==> src/rtl/serial_adder_ctrl.sv <==
// Bit-serial adder controller: latches operands on start, runs one shared
// full-add cell LSB first for WIDTH cycles, then presents {cout,sum} with a done pulse.
module serial_adder_ctrl #(
  parameter int unsigned WIDTH = 4
) (
  input  logic             clk,
  input  logic             rst,
  input  logic             start,
  input  logic [WIDTH-1:0] a,
  input  logic [WIDTH-1:0] b,
  input  logic             cin,
  output logic             busy,
  output logic             done,
  output logic [WIDTH-1:0] sum,
  output logic             cout
);

  localparam int unsigned CW = $clog2(WIDTH + 1);

  typedef enum logic [1:0] {IDLE, RUN, DONE} state_t;

  state_t           state, state_nx;
  logic [WIDTH-1:0] a_sr, a_sr_nx;
  logic [WIDTH-1:0] b_sr, b_sr_nx;
  logic [WIDTH-1:0] res_sr, res_sr_nx;
  logic [WIDTH-1:0] sum_nx;
  logic             carry, carry_nx;
  logic             cout_nx;
  logic [CW-1:0]    cnt, cnt_nx;
  logic             bit_s_c;

  // Next-state and datapath: IDLE and DONE both accept a start request
  always_comb begin
    state_nx  = state;
    a_sr_nx   = a_sr;
    b_sr_nx   = b_sr;
    res_sr_nx = res_sr;
    carry_nx  = carry;
    cnt_nx    = cnt;
    sum_nx    = sum;
    cout_nx   = cout;
    bit_s_c   = 1'b0;

    case (state)
      IDLE, DONE: begin
        if (start) begin
          a_sr_nx  = a;
          b_sr_nx  = b;
          carry_nx = cin;
          cnt_nx   = '0;
          state_nx = RUN;
        end else begin
          state_nx = IDLE;
        end
      end
      RUN: begin
        bit_s_c   = a_sr[0] ^ b_sr[0] ^ carry;
        carry_nx  = (a_sr[0] & b_sr[0]) | (a_sr[0] & carry) | (b_sr[0] & carry);
        // Result fills from the MSB end so the last bit lands at WIDTH-1
        res_sr_nx = (res_sr >> 1) | (WIDTH'(bit_s_c) << (WIDTH - 1));
        a_sr_nx   = a_sr >> 1;
        b_sr_nx   = b_sr >> 1;
        cnt_nx    = cnt + CW'(1);
        if (cnt == CW'(WIDTH - 1)) begin
          state_nx = DONE;
          sum_nx   = res_sr_nx;
          cout_nx  = carry_nx;
        end
      end
      default: state_nx = IDLE;
    endcase
  end

  // State and datapath registers; busy/done registered from the next state
  always_ff @(posedge clk) begin
    if (rst) begin
      state  <= IDLE;
      a_sr   <= '0;
      b_sr   <= '0;
      res_sr <= '0;
      carry  <= 1'b0;
      cnt    <= '0;
      sum    <= '0;
      cout   <= 1'b0;
      busy   <= 1'b0;
      done   <= 1'b0;
    end else begin
      state  <= state_nx;
      a_sr   <= a_sr_nx;
      b_sr   <= b_sr_nx;
      res_sr <= res_sr_nx;
      carry  <= carry_nx;
      cnt    <= cnt_nx;
      sum    <= sum_nx;
      cout   <= cout_nx;
      busy   <= (state_nx == RUN);
      done   <= (state_nx == DONE);
    end
  end

endmodule
==> config.mk <==
export PLATFORM = sky130hd
export DESIGN_NAME = serial_adder_ctrl
export DESIGN_NICKNAME = d
export VERILOG_FILES = /design/src/rtl/serial_adder_ctrl.sv
export SDC_FILE = /design/constraint.sdc
export NUM_CORES = 1
export LEC_CHECK = 0
export ABC_AREA = 0
export BUFFER_PORTS_ARGS = -buffer_cell sky130_fd_sc_hd__buf_2
export CORE_AREA = 2 2 52 54
export CTS_CLUSTER_DIAMETER = 150
export CTS_CLUSTER_SIZE = 8
export DETAILED_ROUTE_END_ITERATION = 10
export DIE_AREA = 0 0 54 56
export HOLD_SLACK_MARGIN = 0.12
export PLACE_DENSITY_LB_ADDON = 0.3
export SYNTH_ARGS = -nofsm -noshare
export SYNTH_HDL_FRONTEND = slang
export SYNTH_SLANG_ARGS = --single-unit
export TNS_END_PERCENT = 10
==> constraint.sdc <==
create_clock -name clk -period 1.5 [get_ports clk]
set_input_delay 0.3 -clock clk [delete_from_list [all_inputs] [get_ports clk]]
set_output_delay 0.3 -clock clk [all_outputs]
set_load 0.005 [all_outputs]
==> impl_metrics.ini, run 1 <==
[run_status]
status = complete, no violations

[synthesis]
ys_warn_count = 0
synth.largest_area_cell = dfxtp_1
yosysSeqAreaShare = 0.510
synthCells = 102
synth.net_count = 117
synth_top_cell_area_share = 0.510
synth_area_leaders = dfxtp_1 (51%), mux2i_1 (8.5%), nor2_1 (8.0%)
syn_avg_cell_area_um2 = 9.24
yosys.cell_types.count = 21
syn_area_um2 = 942
ys_ff_latch = 24

[sta]
setup_viol = 0
clock.fmax_mhz = 735
finalSetupTns_ns = 0
hold_viol = 0
fin_crit_sh = 0.907
grt_setup_unrepaired = no
worst_pin_slew_ns = 0.423
maxSlewHeadroom = 0.718
min_period_ns = 1.36
drv_slew = 0
skew_ns = 0.00288

[min_path]
hp-class = in2reg

[setup_path]
path_class = reg2reg
cpMostUsedCell = ha_1
slowest_delay_ns = 0.34
crit_slowest_cell = dfxtp_1
cp_cell_sequence = ha_1 -> ha_1 -> nand3b_1 -> buf_4 -> mux2i_1 -> nor2_1
cp-end-kind = flop
critPathLaunchType = flop
required_ns = 1.69
cp_max_fo = 3
arrival_ns = 1.55

[clocking]
ctsHtreeMaxLevel = 1
clock_latency_ns = 0.30
clk_path_buf_depth = 2
cts_tree = done
clk_pin_slew_ns = 0.11
root_buffer = clkbuf_4
cts-buffers-inserted = 3
ctsResizeCount = 0
clock_sinks = 24

[place]
place_congestion = 0.775
dp.cells = 149
portBuffers = 18
hpwl_mm = 1.19
placed_area_um2 = 1070

[grt]
grt_max_degree = 25
grt_pass1_wl_mm = 3.00
antenna_found_initial = 0
gr-total-overflow = 0
grt_usage = 0.135
grt_pass1_vias = 694

[cells_and_area]
fillers = 251
regArea_um2 = 480
final_core_util = 0.454
fin_cells = 153
final_area_um2 = 1100
post_route_cells_drive_above_1_share = 0.236
nNetsFinal = 140
n_antenna_cell = 0
multi_input_area_um2 = 425
area.growth.synth_to_final_pct = 17.3

[power]
vdd_drop_max_uv = 408
p_per_area_nw_per_um2 = 991
power.leakage_uw = 0.000517
power.total_uw = 1090

[drt]
drtIter0Drc = 3
routed_wl_mm = 1.75
drtAntennaViolNets = 0
wl_per_cell_um = 11.4
via_per_inst = 4.89
vias = 748
drc = 0
drt_pre_antenna_iters = 4

[floorplan]
initial_core_util = 0.387
fp.coreArea_um2 = 2430
dieArea_um2 = 3020
pin_count = 19
die_y_um = 56
rows = 18
die_w_um = 54

[job]
cap_violations = 0
[cells in the mapped netlist]
| cell type | count |
|---|---|
| nand2b_1 | 1 |
| or2_2 | 1 |
| clkbuf_1 | 2 |
| fa_1 | 1 |
| buf_2 | 2 |
| a21oi_1 | 4 |
| buf_4 | 2 |
| a311oi_1 | 7 |
| nand2_1 | 16 |
| mux2i_1 | 8 |
| nand2b_2 | 1 |
| nor2_1 | 20 |
| ha_1 | 2 |
| nand3b_1 | 2 |
| nor3b_1 | 1 |
| nor2b_1 | 1 |
| a31oi_1 | 1 |
| dfxtp_1 | 24 |
| o21a_1 | 1 |
| nand3_1 | 4 |
| inv_1 | 1 |
[state kept, by name (all words and copies together) (netlist names)]
| signal | count |
|---|---|
| res_sr | 3 |
| sum | 4 |
| state | 2 |
| done | 1 |
| a_sr | 4 |
| busy | 1 |
| carry | 1 |
| b_sr | 4 |
| cout | 1 |
| cnt | 3 |
[metal layers]
metal | track usage | wire [um]
met1 | 0.177 | 854
met2 | 0.197 | 813
met3 | 0.0242 | 56
met4 | 0.0857 | 27
met5 | 0 | 0
[area by class of cell]
cell class,instances,area share
flip-flops and latches,24,0.435
multi-input cells,71,0.385
repair buffers,24,0.122
well taps,30,0.0340
clock buffers,3,0.0204
inverters,1,0.00340
[logic make-up (layout without fill, tap and decap cells)]
group,Yosys count,count (layout),share of synthesized area
buffers and inverters,7,28,0.0385
AND/OR/NAND/NOR,47,47,0.218
AO/OA/AOI/OAI,13,13,0.101
multiplexers,8,8,0.0850
adder cells (fa/ha/maj),3,3,0.0478
flip-flops,24,24,0.510
[critical path: cells and delay by family (launching register included)]
| family | cells | cell delay, ns |
|---|---|---|
| multiplexers | 1 | 0.17 |
| flip-flops | 1 | 0.34 |
| AND/OR/NAND/NOR | 2 | 0.19 |
| buffers and inverters | 1 | 0.15 |
| adder cells (fa/ha/maj) | 2 | 0.39 |
[cell usage in the layout (no fill, tap or decap), drive strengths merged]
| cell type | n |
|---|---|
| dfxtp | 24 |
| buf | 24 |
| nor2 | 20 |
| nand2 | 16 |
| mux2i | 8 |
| a311oi | 7 |
| nand3 | 4 |
| a21oi | 4 |
| clkbuf | 3 |
| nand3b | 2 |
| ha | 2 |
| nand2b | 2 |
| inv | 1 |
| nor2b | 1 |
| nor3b | 1 |
| a31oi | 1 |
| or2 | 1 |
| o21a | 1 |
| fa | 1 |
[per-stage QoR]
stage	hold slack, ns	setup WS (ns)
finish	0.220	0.140
global route	0.221	0.0401
CTS	0.208	0.102
floorplan	0.372	0.194
detailed placement	0.462	0.126
global placement	0.455	0.167
[path summary, 6_finish.rpt]
kind / from / end / slack [ns] / depth (start not counted)
min reg2reg: b_sr[3] / b_sr[3] / 0.48 / 2
max reg2reg: cnt[0] / sum[2] / 0.14 / 6
min: b[3] / b_sr[3] / 0.22 / 3
max: cnt[0] / sum[2] / 0.14 / 6
[power breakdown]
part           switching, uW  internal [uW]
Combinational           74.9           61.5
Clock                    172           93.7
Sequential              21.8            671
Total                    269            826
[what timing repair did]
action | CTS | global route
setup buffers | 0 | 1
setup endpoints to repair | 0 | 1
hold buffers | 0 | 0
Power figures use the tool's default switching activity.
==> inputs of run 2 (changes only) <==
Settings changed: PLACE_DENSITY_LB_ADDON 0.3 to not set.
==> run 2 against run 1 <==
Net effect: power grew 0.38%; hold slack gained 0.016 ns; first-iteration DRC count grew 67%; setup slack gained 0.035 ns; fmax grew 2.6%; sequential share of layout area is the same; final cell count is the same; via count grew 1.3%.
==> impl_metrics.ini, run 2 (synthesized netlist as in run 1, its figures left out) <==
[run_status]
status = complete, no violations

[floorplan]
rows = 18
die_y_um = 56
dieArea_um2 = 3020
initial_core_util = 0.387
fp.coreArea_um2 = 2430
pin_count = 19
die_w_um = 54

[place]
place_congestion = 0.730
portBuffers = 18
hpwl_mm = 1.26

[cells_and_area]
final_core_util = 0.454
regArea_um2 = 480
top_regs = a_sr (4), b_sr (4), sum (4)
fillers = 249
post_route_cells_drive_above_1_share = 0.236
final_cell_mix = dfxtp_1 (24), nor2_1 (20), buf_2 (18)
n_antenna_cell = 0
layout_commonest_cell = dfxtp_1
multi_input_area_um2 = 425
area.growth.synth_to_final_pct = 17.3
nNetsFinal = 140

[grt]
use_met3 = 0.0161
gr-total-overflow = 0
grt.busiest_layer = met2
grt_usage = 0.132
grt_pass1_vias = 685
antenna_found_initial = 0
grt_max_degree = 25
use_met2 = 0.199
use_met1 = 0.172
grt_pass1_wl_mm = 2.96

[setup_path]
cp_max_fo = 3
cp-end-kind = flop
critPathLaunchType = flop
rrSetupSlack_ns = 0.17
required_ns = 1.69
arrival_ns = 1.52
path_class = reg2reg

[power]
power.leakage_uw = 0.000517
vdd_drop_max_uv = 448
p_per_area_nw_per_um2 = 995

[sta]
hold_viol = 0
finalSetupTns_ns = 0
setup_viol = 0
skew_ns = 0.00435
worst_pin_slew_ns = 0.427
grt_setup_unrepaired = no
clock.fmax_mhz = 755
drv_slew = 0
maxSlewHeadroom = 0.715
min_period_ns = 1.33
fin_crit_sh = 0.884

[drt]
vias = 758
drc = 0
via_per_inst = 4.95
wl_per_cell_um = 11.8
drtAntennaViolNets = 0
drtIter0Drc = 5
routed_wl_mm = 1.81
drt_pre_antenna_iters = 4

[clocking]
clk_path_buf_depth = 2
root_buffer = clkbuf_4
clk_pin_slew_ns = 0.12
cts_tree = done
ctsResizeCount = 0
clock_sinks = 24
cts-buffers-inserted = 3
ctsHtreeMaxLevel = 1
clock_latency_ns = 0.30

[min_path]
hp-class = in2reg

[job]
cap_violations = 0
run 2: cell counts in the layout (fill, tap and decap cells not counted):
Identical to the previous run, type by type.
run 2: path summary, 6_finish.rpt:
path / start / end / cells after the start
worst max-delay path: cnt[0] / sum[3] / 6
worst min-delay path: a[3] / a_sr[3] / 3
worst max register to register: cnt[0] / sum[3] / 6
worst min register to register: a_sr[3] / a_sr[3] / 2
run 2: layer usage:
layer  routed length (um)  vias to the layer above
met5                    0                        -
met2                  841                       13
met3                   49                        2
li1                     -                      391
met1                  888                      352
met4                   27                        0
run 2: critical path: stages, from the launching register on:
cell and delay [ns]:
dfxtp_1 0.35, ha_1 0.20, ha_1 0.19, nand3b_1 0.11, buf_4 0.15, mux2i_1 0.19, nor2_1 0.05
run 2: final cells by class:
cell class / count / area share
Clock buffer: 3 / 0.0204
Inverter: 1 / 0.00340
Multi-Input combinational cell: 71 / 0.385
Sequential cell: 24 / 0.435
Tap cell: 30 / 0.0340
Timing Repair Buffer: 24 / 0.122
run 2: where the power goes:
group | switching [uW] | internal, uW
logic | 76.0 | 63.5
registers | 21.3 | 671
clock network | 174 | 93.5
run 2: repair_timing:
item                                    4_1_cts  5_1_grt
hold buffers                                  0        0
setup buffers                                 0        2
endpoints found under the setup margin        0        5
run 2: stage by stage:
step                power [uW]  hold slack (ns)  worst slack, ns  instances  area (um2)
finish                    1100            0.236            0.175        153        1100
floorplan                  800            0.372            0.194        102         942
global route              1170            0.218           0.0693        153        1100
global placement           843            0.457            0.105        148        1070
detailed placement         847            0.467           0.0708        148        1070
CTS                       1120            0.224           0.0562        151        1090
==> inputs of run 3 (changes only) <==
Settings changed: PLACE_DENSITY set to 0.59.
Clock period 1.5 ns to 1.3 ns, I/O delays scaled along.
==> run 3 against run 2 <==
Net effect: power increased by 16%; first-iteration DRC count increased by 100%; sequential power increased by 16%; via count decreased by 3.2%; critical path type unchanged; critical endpoint unchanged; largest power group unchanged.
==> impl_metrics.ini, run 3 (synthesized netlist as in run 1, its figures left out) <==
[run_status]
status = complete, no violations

[cells_and_area]
regArea_um2 = 483
final_cell_mix = dfxtp_1 (22), nor2_1 (20), buf_2 (18)
final_core_util = 0.471
layout_commonest_cell = dfxtp_1
post_route_cells_drive_above_1_share = 0.268
top_regs = a_sr (4), b_sr (4), sum (4)
n_antenna_cell = 0
fillers = 248
multi_input_area_um2 = 450
area.growth.synth_to_final_pct = 21.5
nNetsFinal = 140

[setup_path]
required_ns = 1.49
slowest_delay_ns = 0.36
arrival_ns = 1.48
critPathLaunchType = flop
cp_num_buf_inv = 1
cp_max_fo = 7
crit_slowest_cell = dfxtp_2
path_delay_family = flip-flops
path_class = reg2reg
cp-end-kind = flop
cpMostUsedCell = ha_4
cp_cell_sequence = ha_4 -> ha_4 -> nand3b_1 -> buf_12 -> mux2i_1 -> nor2_1

[sta]
hold_viol = 0
worst_pin_slew_ns = 0.421
finalSetupTns_ns = 0
clock.fmax_mhz = 773
worst_hold_slack_ns = 0.187
maxSlewHeadroom = 0.719
skew_ns = 0.00474
drv_slew = 0
fin_crit_sh = 0.995
fin_ws_ns = 0.00663
min_period_ns = 1.29
setup_viol = 0
grt_setup_unrepaired = yes

[power]
power.leakage_uw = 0.000524
vdd_drop_max_uv = 559
p_per_area_nw_per_um2 = 1120
power.total_uw = 1280

[grt]
antenna_found_initial = 0
grt_usage = 0.136
grt_max_degree = 25
grt_pass1_wl_mm = 3.09
grt_pass1_vias = 704
gr-total-overflow = 0

[drt]
drt_pre_antenna_iters = 4
routed_wl_mm = 1.78
wl_per_cell_um = 11.6
drtIter0Drc = 10
via_per_inst = 4.80
drtAntennaViolNets = 0
vias = 734
drc = 0

[clocking]
clock_sinks = 24
ctsHoldBuffers = 0
ctsHtreeMaxLevel = 1
cts-buffers-inserted = 3
root_buffer = clkbuf_4
clk_path_buf_depth = 2
clk_pin_slew_ns = 0.12
cts_tree = done
clock_latency_ns = 0.30
cts_setup_buffers = 0

[job]
cap_violations = 0

[place]
pre_cts_slack_ns = -0.0256
portBuffers = 18
place_congestion = 0.697
hpwl_mm = 1.21

[floorplan]
pin_count = 19
initial_core_util = 0.387
rows = 18
fp.coreArea_um2 = 2430
die_w_um = 54
dieArea_um2 = 3020
die_y_um = 56

[min_path]
hp-class = in2reg
-- run 3: cell counts in the layout (fill, tap and decap cells not counted) --
No cell type changed its count.
-- run 3: worst register-to-register path: cells and delay by family (launching register included) --
kind / cells / cell delay [ns]
flops: 1 / 0.36
fa+ha+maj: 2 / 0.31
simple gates: 2 / 0.17
mux: 1 / 0.20
buf+inv: 1 / 0.14
-- run 3: worst paths after layout --
path / from / slack [ns] / endpoint / cells after the start
min reg2reg: b_sr[3] / 0.48 / b_sr[3] / 2
max: cnt[1] / 0.007 / sum[3] / 6
min: b[3] / 0.19 / b_sr[3] / 3
max reg2reg: cnt[1] / 0.007 / sum[3] / 6
-- run 3: report_power, final --
group          internal (uW)  switching [uW]  total (uW)
registers                775            25.4         800
clock network            108             200         308
logic                   78.7            89.9         169
total                    961             316        1280
-- run 3: final cells by class --
cell class                      instances  share of cell area
Sequential cell                        24               0.422
Multi-Input combinational cell         71               0.393
Timing Repair Buffer                   24               0.129
Tap cell                               30              0.0328
Clock buffer                            3              0.0197
Inverter                                1             0.00328
-- run 3: per-layer routing --
metal,track usage,part of all wire,wire [um],vias to the layer above
met5,0,0,0,-
met4,0.0643,0.015,27,0
met3,0.0161,0.023,41,2
met2,0.207,0.45,810,11
met1,0.186,0.51,902,334
li1,-,-,-,387
-- run 3: per-stage QoR --
stage / area, um2 / instances
floorplan: 945 / 102
global placement: 1100 / 150
detailed placement: 1100 / 150
CTS: 1140 / 153
global route: 1140 / 153
finish: 1140 / 153
-- run 3: what timing repair did --
item,CTS,global route
hold endpoints to repair,0,0
gates resized for setup,4,1
pin swaps,0,1
endpoints found under the setup margin,5,5
